===== src/rtl/mul_seq_pkg.sv =====
// Shared ALU constants for the sequential multiplier: default operand width
// and the controller state encoding.
package mul_seq_pkg;

  localparam int MUL_WIDTH = 16;

  typedef enum logic [1:0] {
    IDLE = 2'd0,
    RUN  = 2'd1,
    DONE = 2'd2
  } mul_state_e;

endpackage


===== src/rtl/mul_step.sv =====
// One shift-and-add iteration: conditionally add mcand into the upper half of
// the partial product, then shift {carry, P} right by one bit.
import mul_seq_pkg::*;

module mul_step #(
  parameter int WIDTH = MUL_WIDTH
) (
  input  logic [2*WIDTH-1:0] p_i,
  input  logic [WIDTH-1:0]   mcand_i,
  output logic [2*WIDTH-1:0] p_o
);

  logic [WIDTH:0] sum;

  always_comb begin
    sum = {1'b0, p_i[2*WIDTH-1:WIDTH]};
    if (p_i[0]) begin
      sum = sum + {1'b0, mcand_i};
    end
    // The add carry lands in the top product bit after the shift.
    p_o = {sum, p_i[WIDTH-1:1]};
  end

endmodule


===== src/rtl/mul_seq.sv =====
// Sequential unsigned shift-and-add multiplier with start/busy/done handshake.
// Fixed latency of WIDTH iterations; registered low/high product halves.
//
// state | meaning
// IDLE  | waiting for start, outputs hold last product
// RUN   | one add/shift per cycle, count walks WIDTH down to 1
// DONE  | done pulse for one cycle; start here begins the next operation
import mul_seq_pkg::*;

module mul_seq #(
  parameter int WIDTH = MUL_WIDTH
) (
  input  logic             clk,
  input  logic             rst_n,
  input  logic             start,
  input  logic [WIDTH-1:0] multiplicand,
  input  logic [WIDTH-1:0] multiplier,
  output logic             busy,
  output logic             done,
  output logic [WIDTH-1:0] result,
  output logic [WIDTH-1:0] product_hi,
  output logic             overflow
);

  localparam int CNT_W = $clog2(WIDTH + 1);

  mul_state_e         state_q, state_d;
  logic [2*WIDTH-1:0] p_q, p_d;
  logic [WIDTH-1:0]   mcand_q, mcand_d;
  logic [CNT_W-1:0]   count_q, count_d;
  logic [WIDTH-1:0]   result_q, product_hi_q;
  logic               overflow_q;
  logic               load_out;
  logic [2*WIDTH-1:0] p_step;

  mul_step #(.WIDTH(WIDTH)) u_step (
    .p_i     (p_q),
    .mcand_i (mcand_q),
    .p_o     (p_step)
  );

  always_ff @(posedge clk or negedge rst_n) begin
    if (!rst_n) begin
      state_q <= IDLE;
      p_q     <= '0;
      mcand_q <= '0;
      count_q <= '0;
    end else begin
      state_q <= state_d;
      p_q     <= p_d;
      mcand_q <= mcand_d;
      count_q <= count_d;
    end
  end

  always_comb begin
    state_d  = state_q;
    p_d      = p_q;
    mcand_d  = mcand_q;
    count_d  = count_q;
    load_out = 1'b0;
    case (state_q)
      IDLE, DONE: begin
        // DONE accepts start exactly like IDLE for gapless back-to-back ops.
        if (start) begin
          mcand_d = multiplicand;
          p_d     = {{WIDTH{1'b0}}, multiplier};
          count_d = CNT_W'(WIDTH);
          state_d = RUN;
        end else begin
          state_d = IDLE;
        end
      end
      RUN: begin
        p_d     = p_step;
        count_d = count_q - CNT_W'(1);
        if (count_q == CNT_W'(1)) begin
          state_d  = DONE;
          load_out = 1'b1;
        end
      end
      default: state_d = IDLE;
    endcase
  end

  // Output halves are captured from the final iteration on the edge into DONE.
  always_ff @(posedge clk or negedge rst_n) begin
    if (!rst_n) begin
      result_q     <= '0;
      product_hi_q <= '0;
      overflow_q   <= 1'b0;
    end else if (load_out) begin
      result_q     <= p_step[WIDTH-1:0];
      product_hi_q <= p_step[2*WIDTH-1:WIDTH];
      overflow_q   <= |p_step[2*WIDTH-1:WIDTH];
    end
  end

  assign busy       = (state_q == RUN);
  assign done       = (state_q == DONE);
  assign result     = result_q;
  assign product_hi = product_hi_q;
  assign overflow   = overflow_q;

endmodule


===== config.mk =====
export PLATFORM = sky130hd
export DESIGN_NAME = mul_seq
export DESIGN_NICKNAME = d
export VERILOG_FILES = /design/src/rtl/mul_seq_pkg.sv /design/src/rtl/mul_step.sv /design/src/rtl/mul_seq.sv
export SDC_FILE = /design/constraint.sdc
export NUM_CORES = 1
export LEC_CHECK = 0
export CORE_ASPECT_RATIO = 0.6
export CORE_MARGIN = 2
export CORE_UTILIZATION = 52
export CTS_CLUSTER_SIZE = 24
export DETAILED_ROUTE_END_ITERATION = 8
export GPL_TIMING_DRIVEN = 0
export PLACE_DENSITY = 0.77
export RECOVER_POWER = 25
export REMOVE_ABC_BUFFERS = 1
export SLEW_MARGIN = 20
export SYNTH_ARGS = -nofsm -noshare
export SYNTH_HDL_FRONTEND = slang
export SYNTH_HIERARCHICAL = 1
export SYNTH_SLANG_ARGS = --single-unit

===== constraint.sdc =====
create_clock -name clk -period 4.39 [get_ports clk]
set_input_delay 0.878 -clock clk [delete_from_list [all_inputs] [get_ports clk]]
set_output_delay 0.878 -clock clk [all_outputs]
set_load 0.05 [all_outputs]

==> flow_summary.ini, run 1 <==
[status]
outcome = finished, violations left
failed_checks = max-capacitance violations, max-slew violations

[synthesis]
yosys-top-cells-count = dfrtp_1 (88), nand2_1 (79), mux2_4 (29), nand3_1 (23), ha_1 (18)
syn-mean-instance-area_sq_um = 10.8
yosys.area.top_type_share_pct = 46.7
postSynth.asyncResetShare_pct = 100
synthFlopType = dfrtp_1
synth.distinct_cells = 56
synth_edf_count = 0
yosys_register_bits = 88
synth_area_leaders = dfrtp_1 (47%), mux2_4 (9.2%), nand2_1 (6.3%)
synth_area_sq_mm = 0.00471
synth_top_cell_by_area = dfrtp_1
seq_area_frac_synth_pct = 46.7
ys_warn_count = 6
yosysMostFrequentCell = dfrtp_1
synthCells = 437

[timing]
setup_viol = 0
drv_slew = 40
fin_crit_sh_pct = 89.4
rsz0062_at_grt = no
relSlewSlack_pct = -37.4
finClkSkew_ps = 4.98
worst_pin_slew_ps = 2060
finalHoldViolations = 0
fin_crit_ps = 3920
timing.fmax_mhz = 255

[clocking]
cts_tree = yes
clk_latency_ps = 340
postCtsSetupBuffers = 0
cts_buffers = 9
postCtsResizedCells = 0
cts-hold-fix-buffers = 0
clockBufferDepth = 2
htree_levels = 3
cts_root_buffer = clkbuf_16
clock_sinks = 88
cts.reportedPaths.clkPinSlew_ps = 60

[final_layout]
drive_above_1_share_pct = 15.1
utilization_pct = 65.6
final_area_sq_mm = 0.00568
diodes = 0
area_delta_synth_final_pct = 20.5
final_nets = 533

[detailed_routing]
avgRoutedWirePerCell_microns = 19.0
drc = 0
vias = 3482
dr.pass1.iters = 4
antenna_left = 0
drt_iter0_drc = 250
vias_per_cell = 5.84
wirelength_microns = 11300

[setup_path]
endpoint_kind = output pin
required_ps = 3510
path_max_fanout = 35
r2r_slack_ps = 930
path_class = reg -> out
rr_startpoint = p_q[16]$_DFFE_PN0P_
r2r_cells = 9
r2r-end = overflow$_DFFE_PN0P_
worstPathArrival_ps = 3050
worstSetupStartpointType = flop

[min_path]
min-delay-start = mcand_q[13]$_DFFE_PN0P_
holdPathStages = 2
hp-class = reg -> reg
holdPathEnd = mcand_q[13]$_DFFE_PN0P_

[global_route]
antenna_found_initial = 0
grt_max_degree = 51
first_global_vias = 3440
grt_util_all_layers_pct = 24.3
grt_pass1_wl_microns = 18400
grt_overflow = 0

[pwr]
ir_worst_vdd_uv = 543
power_uw = 5340
leakage_uw = 0.00269
powerDensity_mw_per_mm2 = 941

[floorplanning]
die_w_microns = 127
start_util_pct = 54.5
fp-row-count = 26
pin_count = 70
die_area_sq_mm = 0.00987
core_sq_mm = 0.00865
die_h_microns = 77.7

[flow_run]
maxCapViolCount = 1

[placement]
placed_cell_area_sq_mm = 0.00535
port_buffers = 69
gp_congestion = 0.920
hpwl_microns = 7930
==> power by group <==
group | total (uW) | switching, uW | internal (uW)
Combinational | 2930 | 1730 | 1200
Sequential | 1520 | 327 | 1190
Clock | 898 | 333 | 564
Total | 5340 | 2390 | 2950
==> worst max path at each step <==
| stage | startpoint | endpoint | slack [ps] | cells past startpoint |
|---|---|---|---|---|
| after floorplan | p_q[16]$_DFFE_PN0P_ | overflow$_DFFE_PN0P_ | 1640 | 10 |
| after global placement | rst_n | result[3]$_DFFE_PN0P_ | -700 | 1 |
| after detailed placement | state_q[0]$_DFFE_PN0P_ | busy | 870 | 3 |
| after CTS | state_q[0]$_DFFE_PN0P_ | busy | 480 | 3 |
| after global routing | state_q[0]$_DFFE_PN0P_ | busy | 300 | 3 |
| final | state_q[0]$_DFFE_PN0P_ | busy | 470 | 3 |
==> sequential cells by signal (all words and copies together) (netlist names) <==
name and flops:
count_q 5, p_q 32, result 16, product_hi 16, mcand_q 16, state_q 2
overflow 1
==> per-layer routing <==
layer  share of wire, %  vias up  track usage (%)
met4               0.62        0             4.29
met5                  0        -                0
met3                8.2        6             9.38
li1                   -     1633                -
met1                 49     1706             36.7
met2                 42      137             33.4
==> cells by family (layout without fill, tap and decap cells) <==
logic type	count (synthesis)	in the layout	share of synthesized area [%]
AOI/OAI and AO/OA	83	83	13.1
xor gates and xnor gates	9	9	1.67
adders and majority gates	19	19	5.20
buffers and inverters	49	96	5.92
DFF	88	88	46.7
muxes	47	47	13.4
and+or+nand+nor	142	142	14.0
==> critical path, stage by stage, from the launching register on <==
cell	delay [ps]
dfrtp_1	460
nand2b_1	530
inv_2	770
clkdlybuf4s50_1	930
==> cell type report <==
| cell class | instances | area, sq um |
|---|---|---|
| inverter | 9 | 33.8 |
| sequential | 88 | 2200 |
| clock inverter | 7 | 126 |
| timing repair buffer | 71 | 704 |
| fill | 666 | 2970 |
| clock buffer | 9 | 225 |
| multi-input combinational | 300 | 2250 |
| tap | 112 | 140 |
==> layout by cell type (no fill, tap or decap), types with 2 or more instances in the layout <==
master,instances
a22oi_1,17
xnor2_1,7
a21o_1,5
nor3_1,2
mux2_2,14
dfrtp_1,88
bufinv_16,3
nand3b_1,2
nand2_1,79
clkdlybuf4s50_1,68
inv_1,7
nor2b_1,2
nand4_1,6
mux2i_1,4
mux2_4,29
a22o_1,16
xor2_1,2
ha_1,18
clkbuf_16,9
a21oi_1,16
inv_6,2
and4_1,2
o21ai_0,9
nor4_1,5
nor2_1,12
o21ai_1,2
nand3_1,23
==> stage by stage <==
| step | setup WS (ps) | TNS (ps) | hold WS, ps | std cells |
|---|---|---|---|---|
| after detailed placement | 869 | 0 | 471 | 580 |
| after CTS | 485 | 0 | 487 | 596 |
| final | 467 | 0 | 482 | 596 |
| after global routing | 303 | 0 | 516 | 596 |
| after floorplan | 1640 | 0 | 450 | 397 |
| after global placement | -696 | -60840 | 467 | 578 |
No activity file was read; power rests on OpenSTA's default activity.
==> inputs of run 2 (changes only) <==
--- a/config.mk
+++ b/config.mk
@@ -5,13 +5,14 @@
 export SDC_FILE = /design/constraint.sdc
 export NUM_CORES = 1
 export LEC_CHECK = 0
+export ABC_CLOCK_PERIOD_IN_PS = 4750
 export CORE_ASPECT_RATIO = 0.6
 export CORE_MARGIN = 2
 export CORE_UTILIZATION = 52
 export CTS_CLUSTER_SIZE = 24
 export DETAILED_ROUTE_END_ITERATION = 8
 export GPL_TIMING_DRIVEN = 0
-export PLACE_DENSITY = 0.77
+export PLACE_DENSITY_LB_ADDON = 0.05
 export RECOVER_POWER = 25
 export REMOVE_ABC_BUFFERS = 1
 export SLEW_MARGIN = 20
==> constraint.sdc (replaced) <==
create_clock -name clk -period 4.75 [get_ports clk]
set_input_delay 0.95 -clock clk [delete_from_list [all_inputs] [get_ports clk]]
set_output_delay 0.95 -clock clk [all_outputs]
set_load 0.05 [all_outputs]
==> flow_summary.ini, run 2 (synthesized netlist as in run 1, its figures left out) <==
[clocking]
clock_sinks = 88
postCtsResizedCells = 0
postCtsSetupBuffers = 0
cts.reportedPaths.clkPinSlew_ps = 60
cts_root_buffer = clkbuf_16
cts_tree = yes
cts-hold-fix-buffers = 0
htree_levels = 3
cts_buffers = 9
clockBufferDepth = 2
clk_latency_ps = 340

[setup_path]
path_class = reg -> out
path_cells = nand2b_1 -> inv_2 -> clkdlybuf4s50_1
cp-endpoint = busy
r2r_cells = 10
slowest_stage = clkdlybuf4s50_1
cp_num_cells = 3
endpoint_kind = output pin
worstPathArrival_ps = 3060
r2r-end = overflow$_DFFE_PN0P_
required_ps = 3800
rr_startpoint = p_q[16]$_DFFE_PN0P_
cp_top_family = buffers and inverters
worstSetupStartpointType = flop
cp_num_buf_inv = 2
critPathLaunch = state_q[0]$_DFFE_PN0P_
r2r_slack_ps = 1430
slowest_delay_ps = 930
path_max_fanout = 35

[placement]
port_buffers = 69
hpwl_microns = 7540
place_ws_ps = 1160
gp_congestion = 0.881

[global_route]
antenna_found_initial = 0
first_global_vias = 3401
grt_max_degree = 58
grt_overflow = 0
grt_util_all_layers_pct = 23.9
grt_pass1_wl_microns = 18100

[final_layout]
area_delta_synth_final_pct = 18.3
final_common_cell = dfrtp_1
final_nets = 532
drive_above_1_share_pct = 14.3
mostFrequentLayoutCells = dfrtp_1 (88), nand2_1 (79), clkdlybuf4s50_1 (68), mux2_4 (29), nand3_1 (23)
n_fill_cell = 701
largest_register = p_q
diodes = 0
largest_reg_flops = 32

[status]
outcome = finished, violations left
failed_checks = max-capacitance violations, max-slew violations

[floorplanning]
core_sq_mm = 0.00865
die_area_sq_mm = 0.00987
die_h_microns = 77.7
start_util_pct = 54.5
pin_count = 70
die_w_microns = 127
fp-row-count = 26

[pwr]
p_sw_uw = 2140
pwr-share-clk_pct = 13.7
p_seq_share_pct = 29.9
combPwrFrac_pct = 56.4
ir_worst_vdd_uv = 387
leakage_uw = 0.00264
internal_power_uw = 2560
powerDensity_mw_per_mm2 = 842
p_sw_share_pct = 45.5

[timing]
rsz0062_at_grt = no
fin_crit_sh_pct = 84.3
drv_slew = 33
finalHoldViolations = 0
setup_viol = 0
fin_ws_ps = 745
worst_pin_slew_ps = 1790
finClkSkew_ps = 5.95
timing.fmax_mhz = 250
relSlewSlack_pct = -19.4
fin_crit_ps = 4010
holdWs_ps = 488
final.setup.tns_ps = 0

[detailed_routing]
vias_per_cell = 5.81
antenna_left = 0
drc = 0
dr.pass1.iters = 4
avgRoutedWirePerCell_microns = 18.5
vias = 3450
wirelength_microns = 11000
drt_iter0_drc = 294

[min_path]
hp-class = reg -> reg

[flow_run]
maxCapViolCount = 1
run 2: stage by stage:
| stage | instance area (sq um) | power [uW] | cells | util, % |
|---|---|---|---|---|
| after global routing | 5580 | 5010 | 594 | 64.5 |
| after detailed placement | 5330 | 4030 | 579 | 61.6 |
| after floorplan | 4470 | 3260 | 397 | - |
| after global placement | 5300 | 3970 | 578 | 61.2 |
| after CTS | 5600 | 4700 | 594 | 64.7 |
| final | 5580 | 4700 | 594 | 64.5 |
run 2: worst min path at each step:
stage	from	endpoint	slack, ps	cells past startpoint
4_1_cts	mcand_q[3]$_DFFE_PN0P_	mcand_q[3]$_DFFE_PN0P_	490	2
5_1_grt	result[2]$_DFFE_PN0P_	result[2]$_DFFE_PN0P_	520	1
3_3_place_gp	mcand_q[0]$_DFFE_PN0P_	mcand_q[0]$_DFFE_PN0P_	470	2
6_report	mcand_q[3]$_DFFE_PN0P_	mcand_q[3]$_DFFE_PN0P_	490	2
2_1_floorplan	mcand_q[0]$_DFFE_PN0P_	mcand_q[0]$_DFFE_PN0P_	450	2
3_5_place_dp	mcand_q[3]$_DFFE_PN0P_	mcand_q[3]$_DFFE_PN0P_	480	2
run 2: cell type report:
type                    instances  area (sq um)  area share (%)
inverters                       9          33.8           0.606
clock buffers                  12           246            4.42
clock inverters                 3          18.8           0.336
repair buffers                 70           689            12.4
flip-flops and latches         88          2200            39.5
multi-input cells             300          2250            40.3
well taps                     112           140            2.51
run 2: power groups by stage:
stage	combinational (uW)	sequential (uW)	clock [uW]
floorplan	1510	1750	0
global placement	2580	1390	0
detailed placement	2620	1410	0
CTS	2640	1400	662
global route	2870	1450	691
finish	2650	1400	645
run 2: routing by layer:
layer	track usage, %	vias up	wire [microns]
li1	-	1627	-
met3	5.24	4	747
met1	38.8	1694	5840
met2	31.7	125	4360
met5	0	-	0
met4	6.04	0	46
run 2: tightest hold or removal path, delay by kind of cell (launching register included):
| family | cells | cell delay (ps) |
|---|---|---|
| simple gates | 2 | 100 |
| flops | 1 | 350 |
==> inputs of run 3 (changes only) <==
--- a/config.mk
+++ b/config.mk
@@ -5,10 +5,10 @@
 export SDC_FILE = /design/constraint.sdc
 export NUM_CORES = 1
 export LEC_CHECK = 0
-export ABC_CLOCK_PERIOD_IN_PS = 4750
+export ABC_CLOCK_PERIOD_IN_PS = 3600
 export CORE_ASPECT_RATIO = 0.6
 export CORE_MARGIN = 2
-export CORE_UTILIZATION = 52
+export CORE_UTILIZATION = 49
 export CTS_CLUSTER_SIZE = 24
 export DETAILED_ROUTE_END_ITERATION = 8
 export GPL_TIMING_DRIVEN = 0
==> constraint.sdc (replaced) <==
create_clock -name clk -period 3.6 [get_ports clk]
set_input_delay 0.72 -clock clk [delete_from_list [all_inputs] [get_ports clk]]
set_output_delay 0.72 -clock clk [all_outputs]
set_load 0.05 [all_outputs]
==> flow_summary.ini, run 3 (synthesized netlist as in run 1, its figures left out) <==
[status]
outcome = finished clean

[min_path]
hp-class = reg -> reg

[final_layout]
utilization_pct = 61.6
largest_register = p_q
diodes = 0
largest_reg_flops = 32
final_nets = 533
n_fill_cell = 773
final_common_cell = dfrtp_1
area_delta_synth_final_pct = 20.9
drive_above_1_share_pct = 15.1
mostFrequentLayoutCells = dfrtp_1 (88), nand2_1 (79), clkdlybuf4s50_1 (68), mux2_4 (29), nand3_1 (23)

[setup_path]
critPathMostFrequentCell = mux2_2
cp-endpoint = overflow$_DFFE_PN0P_
worstSetupStartpointType = flop
path_max_fanout = 3
cp_num_buf_inv = 0
endpoint_kind = flop
path_class = reg -> reg
slowest_stage = nor4_1
required_ps = 3820
path_cells = ha_1 -> fa_1 -> a21o_1 -> a221oi_1 -> xnor2_1 -> mux2_2 -> nor4_1 -> nand4_1 -> mux2_2
slowest_delay_ps = 670
worstPathArrival_ps = 3620
cp_num_cells = 9
r2r_slack_ps = 200
cp_top_family = simple AND/OR/NAND/NOR gates
critPathLaunch = p_q[16]$_DFFE_PN0P_
r2r-end = overflow$_DFFE_PN0P_
r2r_cells = 9
rr_startpoint = p_q[16]$_DFFE_PN0P_

[timing]
holdWs_ps = 483
drv_slew = 0
timing.fmax_mhz = 294
rsz0062_at_grt = no
worst_pin_slew_ps = 1360
fin_ws_ps = 198
fin_crit_sh_pct = 94.5
final.setup.tns_ps = 0
setup_viol = 0
relSlewSlack_pct = 9.64
finalHoldViolations = 0
fin_crit_ps = 3400
finClkSkew_ps = 4.42

[global_route]
grt_pass1_wl_microns = 17400
grt_util_all_layers_pct = 22.0
grt_overflow = 0
first_global_vias = 3257
antenna_found_initial = 0
grt_max_degree = 55

[floorplanning]
die_w_microns = 131
fp-row-count = 27
core_sq_mm = 0.00926
start_util_pct = 50.9
pin_count = 70
die_h_microns = 80.0
die_area_sq_mm = 0.0104

[placement]
port_buffers = 69
gp_congestion = 0.907
place_ws_ps = 149
hpwl_microns = 7390

[clocking]
cts_tree = yes
clockBufferDepth = 2
cts_buffers = 9
clk_latency_ps = 340
cts_root_buffer = clkbuf_16
cts.reportedPaths.clkPinSlew_ps = 60
htree_levels = 3
clock_sinks = 88
postCtsSetupBuffers = 0

[detailed_routing]
vias_per_cell = 5.59
drt_iter0_drc = 315
wirelength_microns = 10600
dr.pass1.iters = 5
antenna_left = 0
drc = 0
vias = 3426
avgRoutedWirePerCell_microns = 17.3

[pwr]
powerDensity_mw_per_mm2 = 1110
power_uw = 6340
leakage_uw = 0.00269
ir_worst_vdd_uv = 623

[flow_run]
maxCapViolCount = 0
==> run 3: area by class of cell <==
type | instances | area, sq um | area share (%)
sequential | 88 | 2200 | 38.6
multi-input combinational | 300 | 2250 | 39.5
clock buffer | 10 | 229 | 4.02
timing repair buffer | 71 | 733 | 12.9
tap | 130 | 163 | 2.85
inverter | 9 | 38.8 | 0.681
clock inverter | 5 | 82.6 | 1.45
==> run 3: tightest hold or removal path, cell delays in order, from the launching register on <==
cell     delay, ps
dfrtp_1        350
nand2_1         50
nand2_1         50
==> run 3: power by group <==
part	total [uW]	switching, uW	internal [uW]
Combinational	3510	2050	1460
Sequential	1850	396	1450
Clock	982	377	605
Total	6340	2820	3520
==> run 3: metrics by stage <==
step                cell area, sq um  cells
floorplan                       4470    397
global placement                5320    596
detailed placement              5380    598
CTS                             5690    613
global route                    5700    613
finish                          5700    613
==> run 3: how the worst min path moves through the flow <==
| stage | startpoint | to | slack, ps | depth (start not counted) |
|---|---|---|---|---|
| floorplan | rst_n | count_q[0]$_DFFE_PN0P_ | 420 | 0 |
| global placement | mcand_q[0]$_DFFE_PN0P_ | mcand_q[0]$_DFFE_PN0P_ | 470 | 2 |
| detailed placement | mcand_q[4]$_DFFE_PN0P_ | mcand_q[4]$_DFFE_PN0P_ | 470 | 2 |
| CTS | rst_n | mcand_q[12]$_DFFE_PN0P_ | 440 | 1 |
| global route | mcand_q[2]$_DFFE_PN0P_ | mcand_q[2]$_DFFE_PN0P_ | 510 | 2 |
| finish | mcand_q[4]$_DFFE_PN0P_ | mcand_q[4]$_DFFE_PN0P_ | 480 | 2 |
==> run 3: repair_timing <==
item,in CTS,in global routing
hold buffers,0,0
resized for setup,2,1
endpoints found under the setup margin,1,1
==> run 3: layer usage <==
| metal | track usage (%) | vias to the layer above | share of wire [%] | wire length (microns) |
|---|---|---|---|---|
| met4 | 5.43 | 0 | 0.85 | 90 |
| met2 | 27.6 | 110 | 38 | 4010 |
| met3 | 5.56 | 8 | 6.4 | 684 |
| met5 | 0 | - | 0 | 0 |
| li1 | - | 1638 | - | - |
| met1 | 36.4 | 1670 | 55 | 5840 |
